$ cat config.mk
export PLATFORM = sky130hd
export DESIGN_NAME = pds_rx_port
export DESIGN_NICKNAME = d
export VERILOG_FILES = /design/src/rtl/pds_pkg.sv /design/src/rtl/pds_sync_fifo.sv /design/src/rtl/pds_rx_port.sv
export SDC_FILE = /design/constraint.sdc
export NUM_CORES = 1
export LEC_CHECK = 0
export BUFFER_PORTS_ARGS = -buffer_cell sky130_fd_sc_hd__buf_2
export CAP_MARGIN = 5
export CORE_UTILIZATION = 55
export CTS_CLUSTER_DIAMETER = 200
export DETAILED_ROUTE_END_ITERATION = 7
export GPL_ROUTABILITY_DRIVEN = 0
export PLACE_DENSITY = 0.75
export SETUP_SLACK_MARGIN = 0.4
export SLEW_MARGIN = 20
export SYNTH_ARGS = -nofsm -noshare
export SYNTH_HDL_FRONTEND = slang
export SYNTH_HIERARCHICAL = 1
export SYNTH_SLANG_ARGS = --single-unit
$ cat constraint.sdc
create_clock -name clk -period 5.2 [get_ports clk]
set_input_delay 0.26 -clock clk [delete_from_list [all_inputs] [get_ports clk]]
set_output_delay 0.26 -clock clk [all_outputs]
set_load 0.02 [all_outputs]
$ cat src/rtl/pds_pkg.sv
// Shared definitions for the packet-switch receive port: packet field layout,
// packet word type and the receive FSM state encoding.
package pds_pkg;

    localparam int SRC_MSB  = 15;
    localparam int SRC_LSB  = 12;
    localparam int TGT_MSB  = 11;
    localparam int TGT_LSB  = 8;
    localparam int DATA_MSB = 7;
    localparam int DATA_LSB = 0;
    localparam int PORT_W   = 4;

    localparam logic [PORT_W-1:0] BCAST_TGT = 4'hF;

    typedef logic [15:0] pds_word_t;

    typedef enum logic [1:0] {
        IDLE,
        SEND,
        GAP
    } pds_rx_state_e;

    function automatic logic [PORT_W-1:0] pkt_target(input pds_word_t w);
        return w[TGT_MSB:TGT_LSB];
    endfunction

endpackage

$ cat src/rtl/pds_sync_fifo.sv
// Single-clock FIFO with power-of-two depth; an extra pointer bit tells
// full from empty, and the head word is read combinationally.
module pds_sync_fifo #(
    parameter int WIDTH = 16,
    parameter int DEPTH = 4
) (
    input  logic             clk,
    input  logic             reset,
    input  logic             i_push,
    input  logic [WIDTH-1:0] i_data,
    input  logic             i_pop,
    output logic [WIDTH-1:0] o_data,
    output logic             o_full,
    output logic             o_empty
);

    localparam int AW = $clog2(DEPTH);

    logic [WIDTH-1:0] r_mem [DEPTH];
    logic [AW:0]      r_wr_ptr;
    logic [AW:0]      r_rd_ptr;

    always_ff @(posedge clk or posedge reset) begin
        if (reset) begin
            r_wr_ptr <= '0;
            r_rd_ptr <= '0;
        end else begin
            if (i_push) r_wr_ptr <= r_wr_ptr + (AW+1)'(1);
            if (i_pop)  r_rd_ptr <= r_rd_ptr + (AW+1)'(1);
        end
    end

    // Storage needs no reset: the pointers alone define which entries are live.
    always_ff @(posedge clk) begin
        if (i_push) r_mem[r_wr_ptr[AW-1:0]] <= i_data;
    end

    assign o_data  = r_mem[r_rd_ptr[AW-1:0]];
    assign o_empty = (r_wr_ptr == r_rd_ptr);
    assign o_full  = (r_wr_ptr[AW] != r_rd_ptr[AW]) &&
                     (r_wr_ptr[AW-1:0] == r_rd_ptr[AW-1:0]);

endmodule

$ cat src/rtl/pds_rx_port.sv
// Receive port: filters packets by target, buffers them and replays each one
// with its own valid_op pulse. Define PDS_RX_BCAST_EN to accept target 4'hF.
module pds_rx_port
    import pds_pkg::*;
#(
    parameter logic [PORT_W-1:0] PORTNO = 4'd0,
    parameter int                DEPTH  = 4
) (
    input  logic      clk,
    input  logic      reset,
    input  pds_word_t data_ip,
    input  logic      valid_up,
    input  logic      ready_op,
    output pds_word_t data_op,
    output logic      valid_op,
    output logic      full,
    output logic [7:0] drop_cnt
);

    pds_rx_state_e r_state;
    pds_word_t     r_data_op;
    logic          r_valid_op;
    logic [7:0]    r_drop_cnt;

    pds_word_t w_head;
    logic      w_empty;
    logic      w_full;
    logic      w_match;
    logic      w_pop;
    logic      w_accept;

`ifdef PDS_RX_BCAST_EN
    assign w_match = (pkt_target(data_ip) == PORTNO) || (pkt_target(data_ip) == BCAST_TGT);
`else
    assign w_match = (pkt_target(data_ip) == PORTNO);
`endif

    // A pop frees a slot on the same edge, so a full FIFO can still take a word.
    assign w_pop    = (r_state == IDLE) && !w_empty;
    assign w_accept = valid_up && w_match && (!w_full || w_pop);

    pds_sync_fifo #(
        .WIDTH ($bits(pds_word_t)),
        .DEPTH (DEPTH)
    ) u_fifo (
        .clk     (clk),
        .reset   (reset),
        .i_push  (w_accept),
        .i_data  (data_ip),
        .i_pop   (w_pop),
        .o_data  (w_head),
        .o_full  (w_full),
        .o_empty (w_empty)
    );

    always_ff @(posedge clk or posedge reset) begin
        if (reset) begin
            r_drop_cnt <= 8'h00;
        end else if (valid_up && !w_accept && (r_drop_cnt != 8'hFF)) begin
            r_drop_cnt <= r_drop_cnt + 8'd1;
        end
    end

    // GAP forces valid_op low for a cycle so every packet gets a fresh rising edge.
    always_ff @(posedge clk or posedge reset) begin
        if (reset) begin
            r_state    <= IDLE;
            r_data_op  <= '0;
            r_valid_op <= 1'b0;
        end else begin
            case (r_state)
                IDLE: begin
                    if (!w_empty) begin
                        r_data_op  <= w_head;
                        r_valid_op <= 1'b1;
                        r_state    <= SEND;
                    end
                end
                SEND: begin
                    if (ready_op) begin
                        r_valid_op <= 1'b0;
                        r_state    <= GAP;
                    end
                end
                GAP: begin
                    r_state <= IDLE;
                end
                default: begin
                    r_valid_op <= 1'b0;
                    r_state    <= IDLE;
                end
            endcase
        end
    end

    assign data_op  = r_data_op;
    assign valid_op = r_valid_op;
    assign full     = w_full;
    assign drop_cnt = r_drop_cnt;

endmodule
==> impl_metrics.csv <==
group,metric,value,unit
global_routing,grt_use_total,19.1,%
worst_hold_path,worstHoldStart,"ready_op",
clock_tree,cts_buffers,9,
synth,syn_area,0.00384,mm2
synth,async_reset_ff_share,34.0,%
routing,num_vias,1875,
floorplan,die_w,85.6,um
setup_path,start_kind,"register",
setup_path,r2r_end,"u_fifo/r_mem[0][10]$_DFFE_PP_",
layout,multi_input_area,0.00101,mm2
power,ir_drop,0.223,mV
floorplan,dieArea,0.00732,mm2
clock_tree,cts_setup_buffers,0,
setup_path,critPathKind,"register to register",
timing,tns,0,ns
clock_tree,cts_tree,"built",
worst_hold_path,min_to,"r_state[0]$_DFFE_PP0P_",
floorplan,core-area,0.00676,mm2
synth,ys_top_cells_by_count,"edfxtp_1, dfrtp_1, mux2_2",
placed_design,placed_cells,317,
synth,yosysMostFrequentCell,"edfxtp_1",
timing,fmax,346,MHz
timing,hold_viol_final,0,
synth,synth_seq_area_share,71.6,%
routing,wl,6110,um
synth,synth_edf_count,64,
global_routing,overflow,0,
timing,slew_headroom,42.6,%
routing,drt_pre_antenna_iters,4,
power,p_total,2.33,mW
layout,fill_cells,498,
floorplan,rows,30,
synth,synth_area_leaders,"edfxtp_1, dfrtp_1, mux4_1",
timing,skew,0.00797,ns
timing,period_needed,2.89,ns
placed_design,port_buffers,45,
floorplan,start_util,56.8,%
setup_path,reg2reg_from,"u_fifo/r_rd_ptr[1]$_DFFE_PP0P_",
layout,fin_util,64.0,%
synth,ys_types,31,
synth,synth_top_area_cell,"edfxtp_1",
synth,syn_nets,223,
layout,num_antenna_cells,0,
clock_tree,clk_pin_slew,0.09,ns
setup_path,ff2ff_path_depth,5,
synth,synth_warnings,6,
clock_tree,hold_buffers,1,
global_routing,grt_first_pass_wirelength,9990,um
clock_tree,cts_buffer_depth,2,
setup_path,cp.arrival,2.87,ns
placed_design,dpl.hpwl,3930,um
worst_hold_path,holdPathStages,2,
layout,area_growth,12.6,%
run,maxCapViolCount,0,
timing,setup_viol,0,
synth,syn_inst,197,
global_routing,grt_max_degree,28,
synth,synthFlopType,"edfxtp_1",
timing,worstMarginPinSlew,0.861,ns
clock_tree,cts_htree_levels,3,
setup_path,required,5.18,ns
global_routing,grt_pass1_vias,1899,
synth,synth_top_area_share,50.0,%
clock_tree,clkLatencyLatePin,0.35,ns
clock_tree,ctsResizeCount,0,
floorplan,io_pins,46,
floorplan,fp.dieH,85.6,um
setup_path,setup.worst_path.end_class,"register",
setup_path,r2r_slack,2.31,ns
layout,stdcell_count,334,
setup_path,crit_fanout,19,
routing,avgViaCountPerCell,5.61,
clock_tree,cts_root_buffer,"clkbuf_8",
power,p_per_area,539,mW/mm2
synth,syn_avg_cell_area,19.5,um2
layout,ff_latch_area,0.00275,mm2
power,p_leak,1.69,nW
layout,drive_gt1_share,35.8,%
worst_hold_path,hold_class,"input port to register",
synth,ys_ff_latch,97,
timing,maxSlewViolCount,0,
global_routing,antenna_found_initial,0,
timing,rsz0062_at_grt,"false",
routing,drc_errors,0,
routing,final_antenna_net_count,0,
clock_tree,cts_sinks,97,
routing,drt_iter0_markers,111,
timing,finalCritPeriodShare,55.5,%
routing,wl_per_cell,18.3,um
status,outcome,"completed",
layout,finalNetCount,275,
[routing by layer]
layer | share of wire, % | routed length (um) | track usage [%] | vias to the layer above
met5 | 0 | 0 | 0 | -
met4 | 2.4 | 147 | 9.85 | 0
met3 | 3.3 | 202 | 3.85 | 13
met2 | 48 | 2960 | 28.8 | 44
met1 | 46 | 2800 | 27.0 | 951
li1 | - | - | - | 867
[area by class of cell]
class	count	share of cell area (%)
inverter	5	0.434
tap	80	2.31
multi-input combinational	88	23.4
clock inverter	4	1.19
sequential	97	63.5
timing repair buffer	48	5.79
clock buffer	12	3.36
[critical path, stage by stage, from the launching register on]
cell     delay, ns
dfrtp_1       0.85
xor2_1        0.26
nor3b_1       0.12
nor3_4        0.13
o211a_1       0.39
and2_1        0.76
[report_power, final]
group / total, mW / switching [mW] / leakage (nW) / internal (mW)
Clock: 0.483 / 0.246 / 0.0970 / 0.237
Sequential: 1.08 / 0.124 / 0.971 / 0.960
Combinational: 0.765 / 0.387 / 0.625 / 0.378
[placed cells by master, fill, tap and decap left out, types with 2 or more instances in the layout]
cell,synthesis,final
edfxtp_1,64,64
mux2_2,18,18
clkbuf_1,1,2
and2_1,4,4
mux4_2,8,8
inv_1,5,4
mux4_1,8,8
o21ai_0,2,2
nor4_1,4,4
buf_4,0,2
and4_1,2,2
ha_1,6,6
xor2_1,10,10
clkbuf_8,0,10
dfrtp_1,33,33
buf_2,3,45
nand2_1,8,8
xnor2_1,3,3
nor3_1,3,3
[state kept, by name (all words and copies together), names as in the netlist]
name             cells
data_op             16
valid_op             1
u_fifo/r_rd_ptr      3
u_fifo/r_wr_ptr      3
r_state              2
u_fifo/r_mem        64
drop_cnt             8
[kinds of logic (layout without fill, tap and decap cells)]
group	Yosys count	after routing	share of synthesized area, %
fa+ha+maj	6	6	1.95
mux	35	35	15.8
xor+xnor	13	13	2.97
simple gates	29	29	4.69
compound gates	5	5	0.913
flops	97	97	71.6
buf+inv	12	69	2.09
[metrics by stage]
step | setup WS, ns | instance area (um2) | hold WS, ns
6_report | 2.31 | 4330 | 0.104
3_5_place_dp | 2.24 | 4120 | 0.196
2_1_floorplan | 2.58 | 3840 | 0.0510
3_3_place_gp | 2.34 | 4120 | 0.194
4_1_cts | 2.23 | 4330 | 0.0893
5_1_grt | 2.04 | 4330 | 0.103
[worst max path at each step]
stage	start	to	slack, ns	cells past startpoint
floorplan	u_fifo/r_rd_ptr[0]$_DFFE_PP0P_	drop_cnt[1]$_DFFE_PP0P_	2.58	9
global placement	u_fifo/r_rd_ptr[1]$_DFFE_PP0P_	u_fifo/r_mem[3][15]$_DFFE_PP_	2.34	5
detailed placement	u_fifo/r_rd_ptr[1]$_DFFE_PP0P_	u_fifo/r_mem[3][12]$_DFFE_PP_	2.24	5
CTS	u_fifo/r_rd_ptr[1]$_DFFE_PP0P_	u_fifo/r_mem[3][3]$_DFFE_PP_	2.23	5
global route	u_fifo/r_rd_ptr[1]$_DFFE_PP0P_	u_fifo/r_mem[0][10]$_DFFE_PP_	2.04	5
finish	u_fifo/r_rd_ptr[1]$_DFFE_PP0P_	u_fifo/r_mem[0][10]$_DFFE_PP_	2.31	5
Power figures use the tool's default switching activity.
